`config.mk`:
```
export PLATFORM = sky130hd
export DESIGN_NAME = key_entry
export DESIGN_NICKNAME = d
export VERILOG_FILES = /design/src/rtl/mfe_pkg.sv /design/src/rtl/scan_to_hex.sv /design/src/rtl/key_entry.sv
export SDC_FILE = /design/constraint.sdc
export NUM_CORES = 1
export LEC_CHECK = 0
export CORE_ASPECT_RATIO = 0.9
export CORE_MARGIN = 4
export CORE_UTILIZATION = 58
export CTS_CLUSTER_DIAMETER = 80
export DETAILED_ROUTE_END_ITERATION = 6
export HOLD_SLACK_MARGIN = 0.06
export PLACE_DENSITY_LB_ADDON = 0.3
export SETUP_SLACK_MARGIN = 0.3
export SKIP_CTS_REPAIR_TIMING = 1
export SYNTH_ARGS = -nofsm -noshare
export SYNTH_HDL_FRONTEND = slang
export SYNTH_HIERARCHICAL = 1
export SYNTH_SLANG_ARGS = --single-unit
```
`constraint.sdc`:
```
create_clock -name clk -period 6.4 [get_ports clk]
set_clock_uncertainty 0.15 [all_clocks]
set_input_delay 1.6 -clock clk [delete_from_list [all_inputs] [get_ports clk]]
set_output_delay 1.6 -clock clk [all_outputs]
set_load 0.005 [all_outputs]
```
`src/rtl/mfe_pkg.sv`:
```
// Shared constants and types for the mfe front end: PS/2 set-2 scan codes
// and the key entry state type.
package mfe_pkg;

    localparam logic [7:0] SC_MAKE  = 8'h00;
    localparam logic [7:0] SC_BREAK = 8'hF0;
    localparam logic [7:0] SC_EXT   = 8'hE0;

    localparam logic [7:0] SC_ENTER = 8'h5A;
    localparam logic [7:0] SC_BKSP  = 8'h66;
    localparam logic [7:0] SC_ESC   = 8'h76;

    typedef enum logic [0:0] {
        ENTRY = 1'b0,
        HOLD  = 1'b1
    } key_entry_state_t;

endpackage

```
`src/rtl/scan_to_hex.sv`:
```
// Combinational PS/2 set-2 scan code to hex digit decoder.
// Also used by the display echo path.
module scan_to_hex (
    input  logic [7:0] scan,
    output logic       is_hex,
    output logic [3:0] nib
);

    always_comb begin
        is_hex = 1'b1;
        nib    = 4'h0;
        case (scan)
            8'h45: nib = 4'h0;
            8'h16: nib = 4'h1;
            8'h1E: nib = 4'h2;
            8'h26: nib = 4'h3;
            8'h25: nib = 4'h4;
            8'h2E: nib = 4'h5;
            8'h36: nib = 4'h6;
            8'h3D: nib = 4'h7;
            8'h3E: nib = 4'h8;
            8'h46: nib = 4'h9;
            8'h1C: nib = 4'hA;
            8'h32: nib = 4'hB;
            8'h21: nib = 4'hC;
            8'h23: nib = 4'hD;
            8'h24: nib = 4'hE;
            8'h2B: nib = 4'hF;
            default: is_hex = 1'b0;
        endcase
    end

endmodule

```
`src/rtl/key_entry.sv`:
```
// Assembles typed hex digits into a KEY_BITS-wide key and hands the
// committed key to the cipher core over a valid/ready handshake.
//
//   state | meaning
//   ENTRY | collecting digits; Backspace/Esc/Enter edit or commit the buffer
//   HOLD  | key_o presented with key_valid_o high; key events ignored
module key_entry
    import mfe_pkg::*;
#(
    parameter  int KEY_BITS = 128,
    parameter  int NIBBLES  = KEY_BITS / 4,
    localparam int CW       = $clog2(NIBBLES + 1)
) (
    input  logic                clk,
    input  logic                rst,
    input  logic [15:0]         char_i,
    input  logic                char_valid_i,
    output logic [KEY_BITS-1:0] key_o,
    output logic                key_valid_o,
    input  logic                key_ready_i,
    output logic [CW-1:0]       nib_cnt_o,
    output logic                err_o
);

    localparam logic [CW-1:0] FULL = CW'(NIBBLES);

    key_entry_state_t    state, state_n;
    logic [KEY_BITS-1:0] key_buf, key_buf_n;
    logic [KEY_BITS-1:0] key_n;
    logic [CW-1:0]       cnt_n;
    logic                valid_n;
    logic                err_n;

    logic                make;
    logic                is_hex;
    logic [3:0]          nib;

    // Only plain make codes count; break and extended prefixes are dropped.
    assign make = char_valid_i && (char_i[15:8] == SC_MAKE);

    scan_to_hex u_scan_to_hex (
        .scan   (char_i[7:0]),
        .is_hex (is_hex),
        .nib    (nib)
    );

    always_comb begin
        state_n   = state;
        key_buf_n = key_buf;
        cnt_n     = nib_cnt_o;
        key_n     = key_o;
        valid_n   = key_valid_o;
        err_n     = 1'b0;

        case (state)
            ENTRY: begin
                if (make) begin
                    if (is_hex) begin
                        if (nib_cnt_o != FULL) begin
                            key_buf_n = {key_buf[KEY_BITS-5:0], nib};
                            cnt_n     = nib_cnt_o + CW'(1);
                        end else begin
                            err_n = 1'b1;
                        end
                    end else begin
                        case (char_i[7:0])
                            SC_BKSP: begin
                                if (nib_cnt_o != '0) begin
                                    key_buf_n = key_buf >> 4;
                                    cnt_n     = nib_cnt_o - CW'(1);
                                end else begin
                                    err_n = 1'b1;
                                end
                            end
                            SC_ESC: begin
                                key_buf_n = '0;
                                cnt_n     = '0;
                            end
                            SC_ENTER: begin
                                if (nib_cnt_o == FULL) begin
                                    key_n     = key_buf;
                                    valid_n   = 1'b1;
                                    key_buf_n = '0;
                                    cnt_n     = '0;
                                    state_n   = HOLD;
                                end else begin
                                    err_n = 1'b1;
                                end
                            end
                            default: ;
                        endcase
                    end
                end
            end
            HOLD: begin
                if (key_valid_o && key_ready_i) begin
                    valid_n = 1'b0;
                    state_n = ENTRY;
                end
            end
            default: state_n = ENTRY;
        endcase
    end

    always_ff @(posedge clk) begin
        if (rst) begin
            state       <= ENTRY;
            key_buf     <= '0;
            nib_cnt_o   <= '0;
            key_o       <= '0;
            key_valid_o <= 1'b0;
            err_o       <= 1'b0;
        end else begin
            state       <= state_n;
            key_buf     <= key_buf_n;
            nib_cnt_o   <= cnt_n;
            key_o       <= key_n;
            key_valid_o <= valid_n;
            err_o       <= err_n;
        end
    end

endmodule
```
==> flow_summary_export.csv, run 1 <==
group,metric,value,unit
detailed_routing,routed_wl,28000,um
grt,first_global_vias,9338,
synthesis,yosysWarnings,6,
floorplan,core,0.0199,mm2
detailed_routing,vias,10400,
power,irDropWorstVdd,0.000191,V
synthesis,syn-mean-instance-area,8.19,um2
grt,grt_pass1_wl,46500,um
detailed_routing,vias_per_cell,5.88,
run,maxCapViolCount,0,
placed_design,hpwl,16900,um
setup_path,crit_required,6.66,ns
floorplan,dieHeight,143,um
synthesis,synth_area_leader_cell,"dfxtp_1",
synthesis,ys_seq_area_share,45.3,%
grt,grt_max_degree,166,
setup_path,path_class,"input pin to register",
clock_network,htreeDepth,1,
clock_network,numCtsBuffers,27,
floorplan,die_area,0.0225,mm2
setup_path,cp.arrival,5.49,ns
synthesis,syn_nets,1454,
placed_design,gp_congestion,0.800,
finish,num-nets-final,1513,
sta,grt_setup_unrepaired,"no",
finish,fill_cells,1566,
clock_network,clk_pin_slew,0.06,ns
sta,hold_viol_final,0,
detailed_routing,drc,0,
status,status,"finished, final reports clean",
power,power_density,232,mW/mm2
synthesis,synth_edf_count,0,
detailed_routing,drtAntennaViolNets,0,
detailed_routing,post_drt_wl_per_cell,15.9,um
sta,fin_crit_sh,81.8,%
floorplan,die_w,158,um
finish,regArea,0.00531,mm2
finish,antenna_cells,0,
synthesis,synthArstFlopShare,0,%
synthesis,synth_ff_type,"dfxtp_1",
grt,antenna_found_initial,0,
clock_network,clk_latency,0.52,ns
synthesis,ys_seq_elements,265,
setup_path,r2r_cells,6,
sta,drv_slew,0,
grt,track_usage,24.0,%
synthesis,synth_area_leaders,"dfxtp_1, nand2_1, nand3b_1",
sta,tightestPinTransition,1.11,ns
clock_network,cts.sinks,265,
floorplan,io-pin-count,156,
worst_hold_path,hold_depth,2,
synthesis,netlist-cell-type-count,55,
clock_network,cts_tree,"done",
grt,grt-ovfl-total,0,
setup_path,path_max_fanout,29,
detailed_routing,dr.first_iter.drc_count,958,
floorplan,rows,49,
setup_path,cp-start-kind,"input pin",
clock_network,cts_root_buffer,"clkbuf_16",
finish,layout-drive-gt1-share,7.22,%
worst_hold_path,hold_path.class,"register to register",
synthesis,synthesis.area,0.0117,mm2
sta,relSlewSlack,26.2,%
detailed_routing,drt_pass1_iterations,5,
setup_path,crit_path_end_kind,"register",
clock_network,cts_buffer_depth,3,
synthesis,synth.top_cell.area_share,45.3,%
sta,period_needed,5.24,ns
finish,syn2layout_area_growth,19.7,%
finish,multi_input_area,0.00581,mm2
placed_design,io_buffers,155,
sta,fin_tns_setup,0,ns
floorplan,start_util,58.8,%
sta,max_freq,191,MHz
synthesis,netlist_instances,1431,
power,power.total,3.26,mW
power,p_leak,3.95,nW
sta,setup_violations,0,
[placed cells by master (no fill, tap or decap), types with 8 or more instances in the layout]
cell             count
a21oi_1            140
a311oi_1            84
a311oi_2            42
clkbuf_16           27
clkdlybuf4s50_1    154
dfxtp_1            265
nand2_1            394
nand3b_1           127
nor2_1             134
o21ai_0              8
[layout make-up]
type	instances	share of cell area, %
Inverter	5	0.134
Sequential cell	265	37.8
Clock buffer	39	5.49
Clock inverter	10	0.580
Timing Repair Buffer	168	12.3
Multi-Input combinational cell	1023	41.4
Tap cell	255	2.27
[final timing paths]
kind         slack [ns]            to  startpoint
max                1.16  key_buf[124]   char_i[4]
min                0.30     key_o[19]   key_o[19]
max reg2reg        3.35     key_o[91]       state
min reg2reg        0.30     key_o[19]   key_o[19]
[metal layers]
metal / vias to the layer above / share of wire, % / GRT usage (%)
met5: - / 0 / 0
met4: 0 / 1.5 / 4.26
met3: 34 / 6.0 / 4.30
met2: 301 / 46 / 36.9
met1: 4932 / 46 / 35.8
li1: 5117 / - / -
[metrics by stage]
step / hold slack (ns) / std cells / area (um2) / worst slack (ns) / util (%)
global route: 0.315 / 1765 / 14000 / 0.882 / 70.4
CTS: 0.301 / 1765 / 14000 / 1.20 / 70.4
floorplan: 0.298 / 1431 / 11700 / 2.18 / -
finish: 0.298 / 1765 / 14000 / 1.16 / 70.4
global placement: 0.289 / 1716 / 13200 / 0.874 / 66.1
detailed placement: 0.293 / 1716 / 13200 / 0.735 / 66.1
[registers in the layout, indices dropped and copies added, names as in the netlist]
signal,flops
err_o,1
key_buf,128
key_o,128
key_valid_o,1
nib_cnt_o,6
state,1
[critical path, stage by stage]
cell and delay [ns]:
clkdlybuf4s50_1 0.91, nor2b_1 0.16, and4_1 0.25, a211oi_1 0.36, o211ai_1 0.38, nand2_1 0.24, o22ai_1 0.15, nor4_4 0.55
buf_4 0.43, nor2_1 0.15, a22o_1 0.30
[cell families after synthesis]
| group | share of synthesized area, % |
|---|---|
| AOI/OAI and AO/OA | 20.2 |
| xor gates and xnor gates | 0.299 |
| adders and majority gates | 0.320 |
| buffers and inverters | 5.24 |
| DFF | 45.3 |
| muxes | 0.182 |
| and+or+nand+nor | 28.4 |
[synth_stat cells (all sizes together) (5+ instances only)]
| cell type | count |
|---|---|
| nand2 | 394 |
| dfxtp | 265 |
| a21oi | 140 |
| nor2 | 134 |
| nand3b | 127 |
| a311oi | 126 |
| clkbuf | 83 |
| buf | 55 |
| o21ai | 8 |
| nor3 | 7 |
| a22o | 6 |
| nand3 | 6 |
| a211oi | 5 |
| a31oi | 5 |
| inv | 5 |
| nand2b | 5 |
| nor2b | 5 |
| nor4 | 5 |
[power breakdown]
group / switching (mW) / leakage [nW] / internal [mW]
clock: 0.628 / 0.423 / 0.875
combinational: 0.0685 / 1.40 / 0.0359
sequential: 0.0000594 / 2.13 / 1.65
total: 0.697 / 3.95 / 2.56
Power figures use the tool's default switching activity.
==> run 2, diff against run 1 <==
CORE_UTILIZATION = 50   (was 58)
clock period = 4.25 ns   (was 6.4 ns; I/O delays follow)
==> run 2 against run 1 <==
Against the previous run: clock-buffer cell count up 6; non-clock buffer count up 50; sequential power is 50% higher; combinational power rose by 71%; total power rose by 54%; setup slack worse by 0.84 ns; first-iteration DRC count shrank 6.6%.
==> flow_summary_export.csv, run 2 (same netlist as run 1, synthesis figures left out) <==
group,metric,value,unit
status,status,"finished, final reports clean",
power,power_density,341,mW/mm2
power,seq_power_share,49.7,%
floorplan,die_area,0.0259,mm2
setup_path,crit_required,4.51,ns
floorplan,io-pin-count,156,
sta,fin_tns_setup,0,ns
setup_path,cp-start-kind,"input pin",
power,switching_share,21.5,%
sta,fin_crit_sh,92.3,%
detailed_routing,routed_wl,30200,um
floorplan,die_w,169,um
grt,grt_use_met2,33.5,%
finish,final_area,0.0147,mm2
clock_network,clk_latency,0.52,ns
clock_network,clk_pin_slew,0.06,ns
placed_design,io_buffers,155,
floorplan,start_util,51.5,%
clock_network,cts_tree,"done",
worst_hold_path,hold_path.class,"register to register",
floorplan,rows,52,
detailed_routing,drc,0,
grt,grt_use_met1,32.1,%
clock_network,cts_root_buffer,"clkbuf_16",
setup_path,cp.arrival,4.19,ns
worst_hold_path,hp-start,"key_o[73]",
power,p_leak,4.29,nW
floorplan,dieHeight,153,um
grt,busiest_layer,"met2",
grt,use_met3,3.23,%
sta,hold_viol_final,0,
placed_design,gp_congestion,0.873,
power,comb_power_share,3.6,%
clock_network,numCtsBuffers,27,
finish,antenna_cells,0,
detailed_routing,vias_per_cell,5.73,
clock_network,htreeDepth,1,
sta,period_needed,3.92,ns
finish,syn2layout_area_growth,25.3,%
sta,tightestPinTransition,0.861,ns
setup_path,startpoint,"char_i[1]",
detailed_routing,vias,10600,
finish,layout-drive-gt1-share,10.2,%
power,internal-power,3.93,mW
power,power_switching,1.07,mW
detailed_routing,drt_pass1_iterations,5,
grt,first_global_vias,9588,
finish,num-nets-final,1563,
grt,grt-ovfl-total,0,
power,p_clk_share,46.8,%
run,maxCapViolCount,0,
sta,max_freq,255,MHz
grt,grt_max_degree,131,
grt,track_usage,21.6,%
placed_design,hpwl,18600,um
finish,layout_common_cells,"nand2_1, dfxtp_1, clkdlybuf4s50_1",
setup_path,r2r_start,"state",
placed_design,place_area,0.0136,mm2
finish,final_common_cell,"nand2_1",
setup_path,crit_path_end_kind,"register",
detailed_routing,post_drt_wl_per_cell,16.3,um
sta,grt_setup_unrepaired,"yes",
finish,reg.largest.list,"key_buf: 128 flops, key_o: 128 flops, nib_cnt_o: 6 flops",
setup_path,path_max_fanout,11,
clock_network,cts_buffer_depth,3,
sta,drv_slew,0,
detailed_routing,dr.first_iter.drc_count,895,
grt,antenna_found_initial,0,
power,irDropWorstVdd,0.000283,V
clock_network,cts.sinks,265,
sta,setup_violations,0,
setup_path,path_class,"input pin to register",
detailed_routing,drtAntennaViolNets,0,
sta,relSlewSlack,42.4,%
grt,grt_pass1_wl,48700,um
floorplan,core,0.0228,mm2
-- run 2: power groups by stage --
stage               logic [mW]  clock network [mW]  registers [mW]
detailed placement       0.170                   0            2.54
finish                   0.178                2.34            2.48
global route             0.192                2.49            2.48
global placement         0.169                   0            2.54
floorplan                0.117                   0            2.54
CTS                      0.171                2.38            2.48
-- run 2: final cells by class --
| class | count | area, um2 |
|---|---|---|
| Tap cell | 297 | 372 |
| Clock buffer | 45 | 823 |
| Sequential cell | 265 | 5310 |
| Clock inverter | 4 | 52.6 |
| Fill cell | 1964 | 8090 |
| Multi-Input combinational cell | 1023 | 5840 |
| Inverter | 5 | 18.8 |
| Timing Repair Buffer | 218 | 2270 |
-- run 2: through the flow --
| step | hold WS, ns | instances | setup WS [ns] | util, % | power [mW] |
|---|---|---|---|---|---|
| floorplan | 0.298 | 1431 | 0.564 | - | 2.66 |
| global placement | 0.288 | 1798 | 0.0989 | 59.8 | 2.71 |
| detailed placement | 0.294 | 1798 | 0.0174 | 59.8 | 2.71 |
| CTS | 0.301 | 1847 | 0.510 | 63.7 | 5.04 |
| global route | 0.314 | 1857 | 0.229 | 64.5 | 5.16 |
| finish | 0.296 | 1857 | 0.327 | 64.5 | 5.00 |
-- run 2: per-layer routing --
| metal | wire, um | share of wire (%) |
|---|---|---|
| met4 | 472 | 1.6 |
| met2 | 14000 | 46 |
| met1 | 14100 | 47 |
| met5 | 0 | 0 |
| met3 | 1570 | 5.2 |
-- run 2: path summary, 6_finish.rpt --
kind                 end  slack, ns  depth (start not counted)
min            key_o[73]       0.30                          2
min reg2reg    key_o[73]       0.30                          2
max          key_buf[87]       0.33                         14
max reg2reg  key_buf[87]       1.53                          8
-- run 2: critical path: stages --
cell             delay, ns
clkdlybuf4s50_1       0.50
or4bb_1               0.51
a211oi_2              0.25
a211oi_2              0.08
o211ai_1              0.18
buf_4                 0.21
or3_1                 0.12
o32ai_2               0.10
nor4_4                0.26
buf_4                 0.19
buf_6                 0.16
buf_4                 0.19
nor2_1                0.05
a311oi_1              0.30
